`config.mk`:
```
export PLATFORM = sky130hd
export DESIGN_NAME = dec_fsm_3_flat
export DESIGN_NICKNAME = d
export VERILOG_FILES = /design/src/rtl/dec_fsm_3_if.sv /design/src/rtl/dec_fsm_3.sv /design/src/flat_wrapper.sv
export SDC_FILE = /design/constraint.sdc
export NUM_CORES = 1
export LEC_CHECK = 0
export ABC_AREA = 1
export CAP_MARGIN = 20
export CORE_MARGIN = 3
export CORE_UTILIZATION = 42
export CTS_BUF_LIST = sky130_fd_sc_hd__clkbuf_4
export CTS_CLUSTER_SIZE = 30
export DETAILED_ROUTE_END_ITERATION = 8
export GPL_TIMING_DRIVEN = 1
export MAX_ROUTING_LAYER = met4
export PLACE_DENSITY = 0.77
export SYNTH_ARGS = -nofsm -noshare
export SYNTH_HDL_FRONTEND = slang
export SYNTH_SLANG_ARGS = --single-unit
```
`constraint.sdc`:
```
create_clock -name clk -period 1.3 [get_ports clk]
set_input_delay 0.39 -clock clk [delete_from_list [all_inputs] [get_ports clk]]
set_output_delay 0.39 -clock clk [all_outputs]
set_load 0.01 [all_outputs]
```
`src/rtl/dec_fsm_3_if.sv`:
```
// Byte-stream demux bus: input byte FIFO pop side plus the varint and raw FIFO push sides.
// Latency: none, this is wiring only.
// Backpressure: carried by the *_full and in_fifo_empty flags into the FSM.
interface dec_fsm_3_if;
   // Input byte FIFO: {last_raw, is_varint, byte}
   logic       in_fifo_empty;
   logic       in_fifo_pop;
   logic [9:0] in_fifo_q;

   // Varint output FIFO
   logic       varint_fifo_full;
   logic       varint_fifo_push;
   logic       varint_fifo_clr;
   logic [7:0] varint_fifo_d;
   logic [9:0] varint_index_d;

   // Raw output FIFO
   logic       raw_data_fifo_full;
   logic       raw_data_fifo_push;
   logic       raw_data_fifo_clr;
   logic [7:0] raw_data_fifo_d;
   logic [9:0] raw_data_index_d;

   // Sticky over-length varint error
   logic       varint_overlong;

   // The demux FSM side
   modport master (
      input  in_fifo_empty,
      input  in_fifo_q,
      input  varint_fifo_full,
      input  raw_data_fifo_full,
      output in_fifo_pop,
      output varint_fifo_push,
      output varint_fifo_clr,
      output varint_fifo_d,
      output varint_index_d,
      output raw_data_fifo_push,
      output raw_data_fifo_clr,
      output raw_data_fifo_d,
      output raw_data_index_d,
      output varint_overlong
   );

   // The FIFO / environment side
   modport slave (
      output in_fifo_empty,
      output in_fifo_q,
      output varint_fifo_full,
      output raw_data_fifo_full,
      input  in_fifo_pop,
      input  varint_fifo_push,
      input  varint_fifo_clr,
      input  varint_fifo_d,
      input  varint_index_d,
      input  raw_data_fifo_push,
      input  raw_data_fifo_clr,
      input  raw_data_fifo_d,
      input  raw_data_index_d,
      input  varint_overlong
   );
endinterface

```
`src/rtl/dec_fsm_3.sv`:
```
// Demultiplexes one tagged byte stream into a varint FIFO and a raw FIFO, tagging each byte with a 10-bit field index.
// Latency: 4 cycles per byte (WAIT_DATA, POP, DECODE, PUSH) when the target FIFO has room.
// Backpressure: stalls in V_FULL/R_FULL only while the FIFO selected by the current byte is full; no pop while stalled.
// Optional varint length check: define DEC_FSM_3_VARINT_LEN_CHECK_EN to build it (default build leaves it out).
module dec_fsm_3 #(
   parameter int VARINT_MAX_BYTES = 10
) (
   input  logic          clk,
   input  logic          reset,
   dec_fsm_3_if.master   bus
);

   // One-hot state encoding
   localparam logic [7:0] S_INIT      = 8'b0000_0001;
   localparam logic [7:0] S_WAIT_DATA = 8'b0000_0010;
   localparam logic [7:0] S_POP       = 8'b0000_0100;
   localparam logic [7:0] S_DECODE    = 8'b0000_1000;
   localparam logic [7:0] S_V_PUSH    = 8'b0001_0000;
   localparam logic [7:0] S_R_PUSH    = 8'b0010_0000;
   localparam logic [7:0] S_V_FULL    = 8'b0100_0000;
   localparam logic [7:0] S_R_FULL    = 8'b1000_0000;

   logic [7:0] state_q, state_d;
   logic [9:0] index_q, index_d;
   // Latched byte: {last_raw, data}. The varint/raw flag only steers the
   // DECODE branch, after which the state itself remembers it.
   logic [8:0] byte_q, byte_d;

   // Varint field terminates on this push (drives the index increment)
   logic       v_term;

`ifdef DEC_FSM_3_VARINT_LEN_CHECK_EN
   // Count value seen while pushing the VARINT_MAX_BYTES-th byte of a field
   localparam logic [3:0] VCNT_LAST = 4'(VARINT_MAX_BYTES - 1);

   logic [3:0] vcnt_q, vcnt_d;
   logic       overlong_q, overlong_d;
   logic       v_at_limit;

   assign v_at_limit = (vcnt_q == VCNT_LAST);
   // A continuation byte at the limit closes the field as if it had terminated
   assign v_term     = ~byte_q[7] | v_at_limit;

   // Varint length counter and sticky over-length flag
   always_comb begin
      vcnt_d     = vcnt_q;
      overlong_d = overlong_q;
      if (state_q == S_INIT) begin
         vcnt_d = 4'd0;
      end else if (state_q == S_V_PUSH) begin
         if (v_term) begin
            vcnt_d = 4'd0;
         end else begin
            vcnt_d = vcnt_q + 4'd1;
         end
         if (byte_q[7] && v_at_limit) begin
            overlong_d = 1'b1;
         end
      end else if ((state_q == S_R_PUSH) && byte_q[8]) begin
         // A raw field closing also starts a fresh field for the counter
         vcnt_d = 4'd0;
      end
   end

   // Length-check registers
   always_ff @(posedge clk) begin
      if (reset) begin
         vcnt_q     <= 4'd0;
         overlong_q <= 1'b0;
      end else begin
         vcnt_q     <= vcnt_d;
         overlong_q <= overlong_d;
      end
   end

   assign bus.varint_overlong = overlong_q;
`else
   // Only a clear bit 7 ends a varint field in this build
   assign v_term = ~byte_q[7];
   assign bus.varint_overlong = 1'b0;

   // VARINT_MAX_BYTES only sizes the length check, which this build leaves out
   if (VARINT_MAX_BYTES > 0) begin : g_no_len_check
   end
`endif

   // Next-state, index and byte register logic
   always_comb begin
      state_d = S_INIT;
      index_d = index_q;
      byte_d  = byte_q;
      case (state_q)
         S_INIT: begin
            index_d = 10'd0;
            byte_d  = 9'd0;
            state_d = S_WAIT_DATA;
         end
         S_WAIT_DATA: begin
            state_d = bus.in_fifo_empty ? S_WAIT_DATA : S_POP;
         end
         S_POP: begin
            state_d = S_DECODE;
         end
         S_DECODE: begin
            // in_fifo_q is valid the cycle after the pop
            byte_d = {bus.in_fifo_q[9], bus.in_fifo_q[7:0]};
            if (bus.in_fifo_q[8]) begin
               state_d = bus.varint_fifo_full ? S_V_FULL : S_V_PUSH;
            end else begin
               state_d = bus.raw_data_fifo_full ? S_R_FULL : S_R_PUSH;
            end
         end
         S_V_FULL: begin
            state_d = bus.varint_fifo_full ? S_V_FULL : S_V_PUSH;
         end
         S_R_FULL: begin
            state_d = bus.raw_data_fifo_full ? S_R_FULL : S_R_PUSH;
         end
         S_V_PUSH: begin
            // Tag already went out with the pre-increment index; 10 bits wrap 1023 -> 0
            if (v_term) begin
               index_d = index_q + 10'd1;
            end
            state_d = S_WAIT_DATA;
         end
         S_R_PUSH: begin
            if (byte_q[8]) begin
               index_d = index_q + 10'd1;
            end
            state_d = S_WAIT_DATA;
         end
         default: begin
            state_d = S_INIT;
         end
      endcase
   end

   // State, index and byte registers
   always_ff @(posedge clk) begin
      if (reset) begin
         state_q <= S_INIT;
         index_q <= 10'd0;
         byte_q  <= 9'd0;
      end else begin
         state_q <= state_d;
         index_q <= index_d;
         byte_q  <= byte_d;
      end
   end

   // Strobes are decoded from full state equality, so an illegal code drives none of them;
   // they are held low while reset is asserted.
   assign bus.in_fifo_pop        = ~reset & (state_q == S_POP);
   assign bus.varint_fifo_push   = ~reset & (state_q == S_V_PUSH);
   assign bus.raw_data_fifo_push = ~reset & (state_q == S_R_PUSH);
   assign bus.varint_fifo_clr    = ~reset & (state_q == S_INIT);
   assign bus.raw_data_fifo_clr  = ~reset & (state_q == S_INIT);

   // Data and tag presented to both FIFOs; only the pushed one takes them
   assign bus.varint_fifo_d    = byte_q[7:0];
   assign bus.varint_index_d   = index_q;
   assign bus.raw_data_fifo_d  = byte_q[7:0];
   assign bus.raw_data_index_d = index_q;

endmodule
```
`src/flat_wrapper.sv`:
```
// flat-port wrapper written by rule: the top's interface ports become plain ports
module dec_fsm_3_flat 
#(
   parameter int VARINT_MAX_BYTES = 10
)
  (clk, reset, bus_in_fifo_empty, bus_in_fifo_q, bus_varint_fifo_full, bus_raw_data_fifo_full, bus_in_fifo_pop, bus_varint_fifo_push, bus_varint_fifo_clr, bus_varint_fifo_d, bus_varint_index_d, bus_raw_data_fifo_push, bus_raw_data_fifo_clr, bus_raw_data_fifo_d, bus_raw_data_index_d, bus_varint_overlong);
  dec_fsm_3_if bus_i ();
  input  logic clk;
  input  logic reset;
  input wire logic [$bits(bus_i.in_fifo_empty)-1:0] bus_in_fifo_empty;
  input wire logic [$bits(bus_i.in_fifo_q)-1:0] bus_in_fifo_q;
  input wire logic [$bits(bus_i.varint_fifo_full)-1:0] bus_varint_fifo_full;
  input wire logic [$bits(bus_i.raw_data_fifo_full)-1:0] bus_raw_data_fifo_full;
  output wire logic [$bits(bus_i.in_fifo_pop)-1:0] bus_in_fifo_pop;
  output wire logic [$bits(bus_i.varint_fifo_push)-1:0] bus_varint_fifo_push;
  output wire logic [$bits(bus_i.varint_fifo_clr)-1:0] bus_varint_fifo_clr;
  output wire logic [$bits(bus_i.varint_fifo_d)-1:0] bus_varint_fifo_d;
  output wire logic [$bits(bus_i.varint_index_d)-1:0] bus_varint_index_d;
  output wire logic [$bits(bus_i.raw_data_fifo_push)-1:0] bus_raw_data_fifo_push;
  output wire logic [$bits(bus_i.raw_data_fifo_clr)-1:0] bus_raw_data_fifo_clr;
  output wire logic [$bits(bus_i.raw_data_fifo_d)-1:0] bus_raw_data_fifo_d;
  output wire logic [$bits(bus_i.raw_data_index_d)-1:0] bus_raw_data_index_d;
  output wire logic [$bits(bus_i.varint_overlong)-1:0] bus_varint_overlong;
  assign bus_i.in_fifo_empty = bus_in_fifo_empty;
  assign bus_i.in_fifo_q = bus_in_fifo_q;
  assign bus_i.varint_fifo_full = bus_varint_fifo_full;
  assign bus_i.raw_data_fifo_full = bus_raw_data_fifo_full;
  assign bus_in_fifo_pop = bus_i.in_fifo_pop;
  assign bus_varint_fifo_push = bus_i.varint_fifo_push;
  assign bus_varint_fifo_clr = bus_i.varint_fifo_clr;
  assign bus_varint_fifo_d = bus_i.varint_fifo_d;
  assign bus_varint_index_d = bus_i.varint_index_d;
  assign bus_raw_data_fifo_push = bus_i.raw_data_fifo_push;
  assign bus_raw_data_fifo_clr = bus_i.raw_data_fifo_clr;
  assign bus_raw_data_fifo_d = bus_i.raw_data_fifo_d;
  assign bus_raw_data_index_d = bus_i.raw_data_index_d;
  assign bus_varint_overlong = bus_i.varint_overlong;
  dec_fsm_3 #(.VARINT_MAX_BYTES(VARINT_MAX_BYTES)) u_core (.clk(clk), .reset(reset), .bus(bus_i));
endmodule
```
==> results.txt <==
----------------------------------------------------
[Logic synthesis]
  Flip-flop and latch count after synthesis ... 27
  Sequential-to-total area share from yosys stat ... 0.326
  Total standard cell area after synthesis ... 1660 um^2
  Mapped Nets ... 269
  Library cells used by synthesis ... 26
  Mapped Cells ... 253
  Count of yosys warnings during synthesis ... 0
  Mean Syn Cell Area ... 6.55 um^2

[Run]
  Max_cap viols ... 0

[Global route]
  Met2 track utilization from global routing ... 0.381
  Number of antenna violations at the first check in global routing ... 0
  Met1 track demand over resource ... 0.254
  Gr busiest metal ... met2
  GRT overflow ... 0
  Pin count of the biggest net entering global routing ... 16
  Met3 usage in global routing ... 0.0259
  Number of global-route vias before repair ... 1,770
  Global-route total usage across every layer ... 0.216
  First-pass GRT wire length ... 7680 um

[Final layout]
  Area growth from synthesis to layout ... 58.3%
  Post-layout net count ... 349
  Antenna Diode Count ... 0
  Finished Cell Area ... 2620 um^2
  Share of layout cells above drive strength 1 ... 0.524

[Timing]
  Final worst slack ... -0.421 ns
  Worst clock skew ... 0.00727 ns
  Max-slew violation count ... 0
  Final setup TNS ... -8.11 ns
  Achievable Freq ... 0.581 GHz
  RSZ-0062 raised after global routing ... yes
  Final setup violating endpoints ... 39
  Time the final worst path needs with I/O delays and setup ... 1.72 ns
  Fin. Hold Viols ... 0
  Crit share post-route ... 1.32

[Die]
  Y dimension of the die ... 68.8 um
  Full die area ... 4740 um^2
  Site Rows ... 22
  Initial cell density of the core ... 0.443
  Boundary pin count ... 57
  Placeable Area ... 3740 um^2
  Die W ... 68.8 um

[Setup path]
  Critical path's top delay family ... simple AND/OR/NAND/NOR gates
  Number of cell instances on the worst register-to-register path ... 12
  Crit-path max FO ... 3
  Arrival @ worst endpoint ... 1.33 ns
  CP Class ... register to primary output
  CP startpoint kind ... register
  Slowest stage delay, CP ... 0.35 ns
  Logic depth of the worst setup path including buffers ... 6
  Worst path buffer plus inverter count ... 2
  Most used cell along the critical path ... sky130_fd_sc_hd__nor2_4
  Required time of the critical path ... 0.91 ns
  Crit. End Element ... primary output
  CP Cell Sequence ... inv_2 -> nand2_4 -> nor2_4 -> nand2_2 -> nor2_4 -> buf_2
  Cell type of the slowest stage on the worst timing path ... sky130_fd_sc_hd__dfxtp_2

[Clocking]
  CTS Buf Count ... 3
  H-tree lvl count ... 1
  Clock sink count ... 27
  Hold-fix buffers at CTS ... 0
  Clock Latency Late Sink ... 0.34 ns
  Clock slew at reported path FFs ... 0.16 ns
  CTS tree ... built
  Clock tree root driver cell ... sky130_fd_sc_hd__clkbuf_4
  Max clock buf depth ... 2

[Route]
  Detailed-route wire length per cell ... 13.0 um
  Detailed-router iteration count before antenna repair ... 4
  Antenna-violating nets left ... 0
  Via density ... 4.91
  Initial DRC Count ... 179
  Routed WL ... 4930 um
  Via Count ... 1,867
  Post-route DRC ... 0

[Min path]
  Class of the tightest hold or removal check ... register to register
  Worst Hold Depth ... 2

[Placement]
  Cell area after placement ... 2340 um^2
  Total of buffers placed on input and output ports ... 55
  Final estimated routing congestion in global placement ... 0.859
  Placed wire-length estimate ... 2970 um

[Status]
  Run status ... complete, but fails checks
  Failing checks ... negative setup slack

[Power]
  Worst IR drop on VDD ... 0.000427 V
  Standby leakage power ... 0.00118 uW
  Power density over the cells ... 638 nW/um^2

----------------------------------------------------
## routing by layer
layer | vias up | wire [um]
met5 | - | 0
met4 | 0 | 162
met3 | 16 | 361
met2 | 91 | 2530
met1 | 844 | 1880
li1 | 916 | -
## worst paths after layout
| kind | slack (ns) | start | endpoint |
|---|---|---|---|
| hold / removal | 0.51 | u_core.byte_q[3] | u_core.byte_q[3] |
| hold reg to reg | 0.51 | u_core.byte_q[3] | u_core.byte_q[3] |
| setup / recovery | -0.42 | u_core.state_q[6] | bus_varint_fifo_clr |
| setup reg to reg | -0.29 | u_core.state_q[2] | u_core.bus.raw_data_index_d[3] |
## worst reg2reg max path: cells and delay by family, from the launching register on
kind          cells  cell delay [ns]
flops             1             0.39
buf+inv           5             0.53
simple gates      7             0.61
## sequential cells by signal, indices dropped and copies added, names as in the netlist
| register | count |
|---|---|
| u_core.bus.raw_data_index_d | 10 |
| u_core.byte_q | 9 |
| u_core.state_q | 8 |
## power breakdown
part,leakage (uW),switching (uW),internal [uW]
Combinational,0.000934,230,205
Sequential,0.000231,14.3,835
Clock,0.0000177,273,116
Total,0.00118,518,1160
## logic make-up after synthesis
group,count (synthesis),synth area share
AO/OA/AOI/OAI,21,0.0649
XOR/XNOR,2,0.0106
adder cells (fa/ha/maj),1,0.00755
buffers and inverters,63,0.220
flip-flops,27,0.326
other,1,0.00226
AND/OR/NAND/NOR,138,0.369
## repair_timing
item                       4_1_cts  5_1_grt
pin swaps                       10       12
setup endpoints to repair       66       56
resized for setup              239       26
setup buffers                   22        9
## per-stage QoR
stage | hold slack, ns | std cells | util | power [uW] | worst slack (ns)
global route | 0.534 | 380 | 0.701 | 1750 | -0.514
global placement | 0.466 | 358 | 0.625 | 1220 | -0.704
floorplan | 0.457 | 253 | - | 1070 | -0.130
CTS | 0.505 | 383 | 0.715 | 1630 | -0.391
detailed placement | 0.483 | 358 | 0.625 | 1220 | -0.708
finish | 0.512 | 380 | 0.701 | 1670 | -0.421
## final cells by class
type                    instances  area [um^2]
fillers                       306         1120
clock inverters                 1         5.00
clock buffers                   3         22.5
repair buffers                109          941
flip-flops and latches         27          581
inverters                      29          116
well taps                      48         60.1
multi-input cells             163          898
## cell usage after synthesis
library cell | n | area, um^2
sky130_fd_sc_hd__a21oi_1 | 16 | 80.1
sky130_fd_sc_hd__buf_2 | 2 | 10.0
sky130_fd_sc_hd__buf_4 | 28 | 210
sky130_fd_sc_hd__buf_6 | 2 | 22.5
sky130_fd_sc_hd__clkbuf_1 | 2 | 7.51
sky130_fd_sc_hd__clkinv_4 | 1 | 8.76
sky130_fd_sc_hd__conb_1 | 1 | 3.75
sky130_fd_sc_hd__dfxtp_1 | 27 | 541
sky130_fd_sc_hd__ha_1 | 1 | 12.5
sky130_fd_sc_hd__inv_1 | 19 | 71.3
sky130_fd_sc_hd__inv_2 | 9 | 33.8
sky130_fd_sc_hd__nand2_1 | 53 | 199
sky130_fd_sc_hd__nand2_2 | 6 | 37.5
sky130_fd_sc_hd__nand2_4 | 1 | 11.3
sky130_fd_sc_hd__nand3_1 | 28 | 140
sky130_fd_sc_hd__nand3_2 | 3 | 30.0
sky130_fd_sc_hd__nand4_1 | 1 | 6.26
sky130_fd_sc_hd__nor2_1 | 41 | 154
sky130_fd_sc_hd__nor2_2 | 2 | 12.5
sky130_fd_sc_hd__nor2_4 | 1 | 11.3
sky130_fd_sc_hd__nor3_1 | 2 | 10.0
sky130_fd_sc_hd__o21ai_0 | 2 | 10.0
sky130_fd_sc_hd__o21ai_1 | 2 | 10.0
sky130_fd_sc_hd__o21bai_1 | 1 | 7.51
sky130_fd_sc_hd__xnor2_1 | 1 | 8.76
sky130_fd_sc_hd__xor2_1 | 1 | 8.76
## cells in the final DEF, fill, tap and decap left out, drive strengths merged
cell type	count
inv	28
buf	95
nand2	60
conb	1
clkinv	2
clkbuf	3
nor2	44
o21ai	4
xor2	1
nor3	2
o21bai	1
ha	1
dfxtp	27
xnor2	1
nand4	1
nand3	31
clkdlybuf4s50	14
a21oi	16
Power figures use the tool's default switching activity.
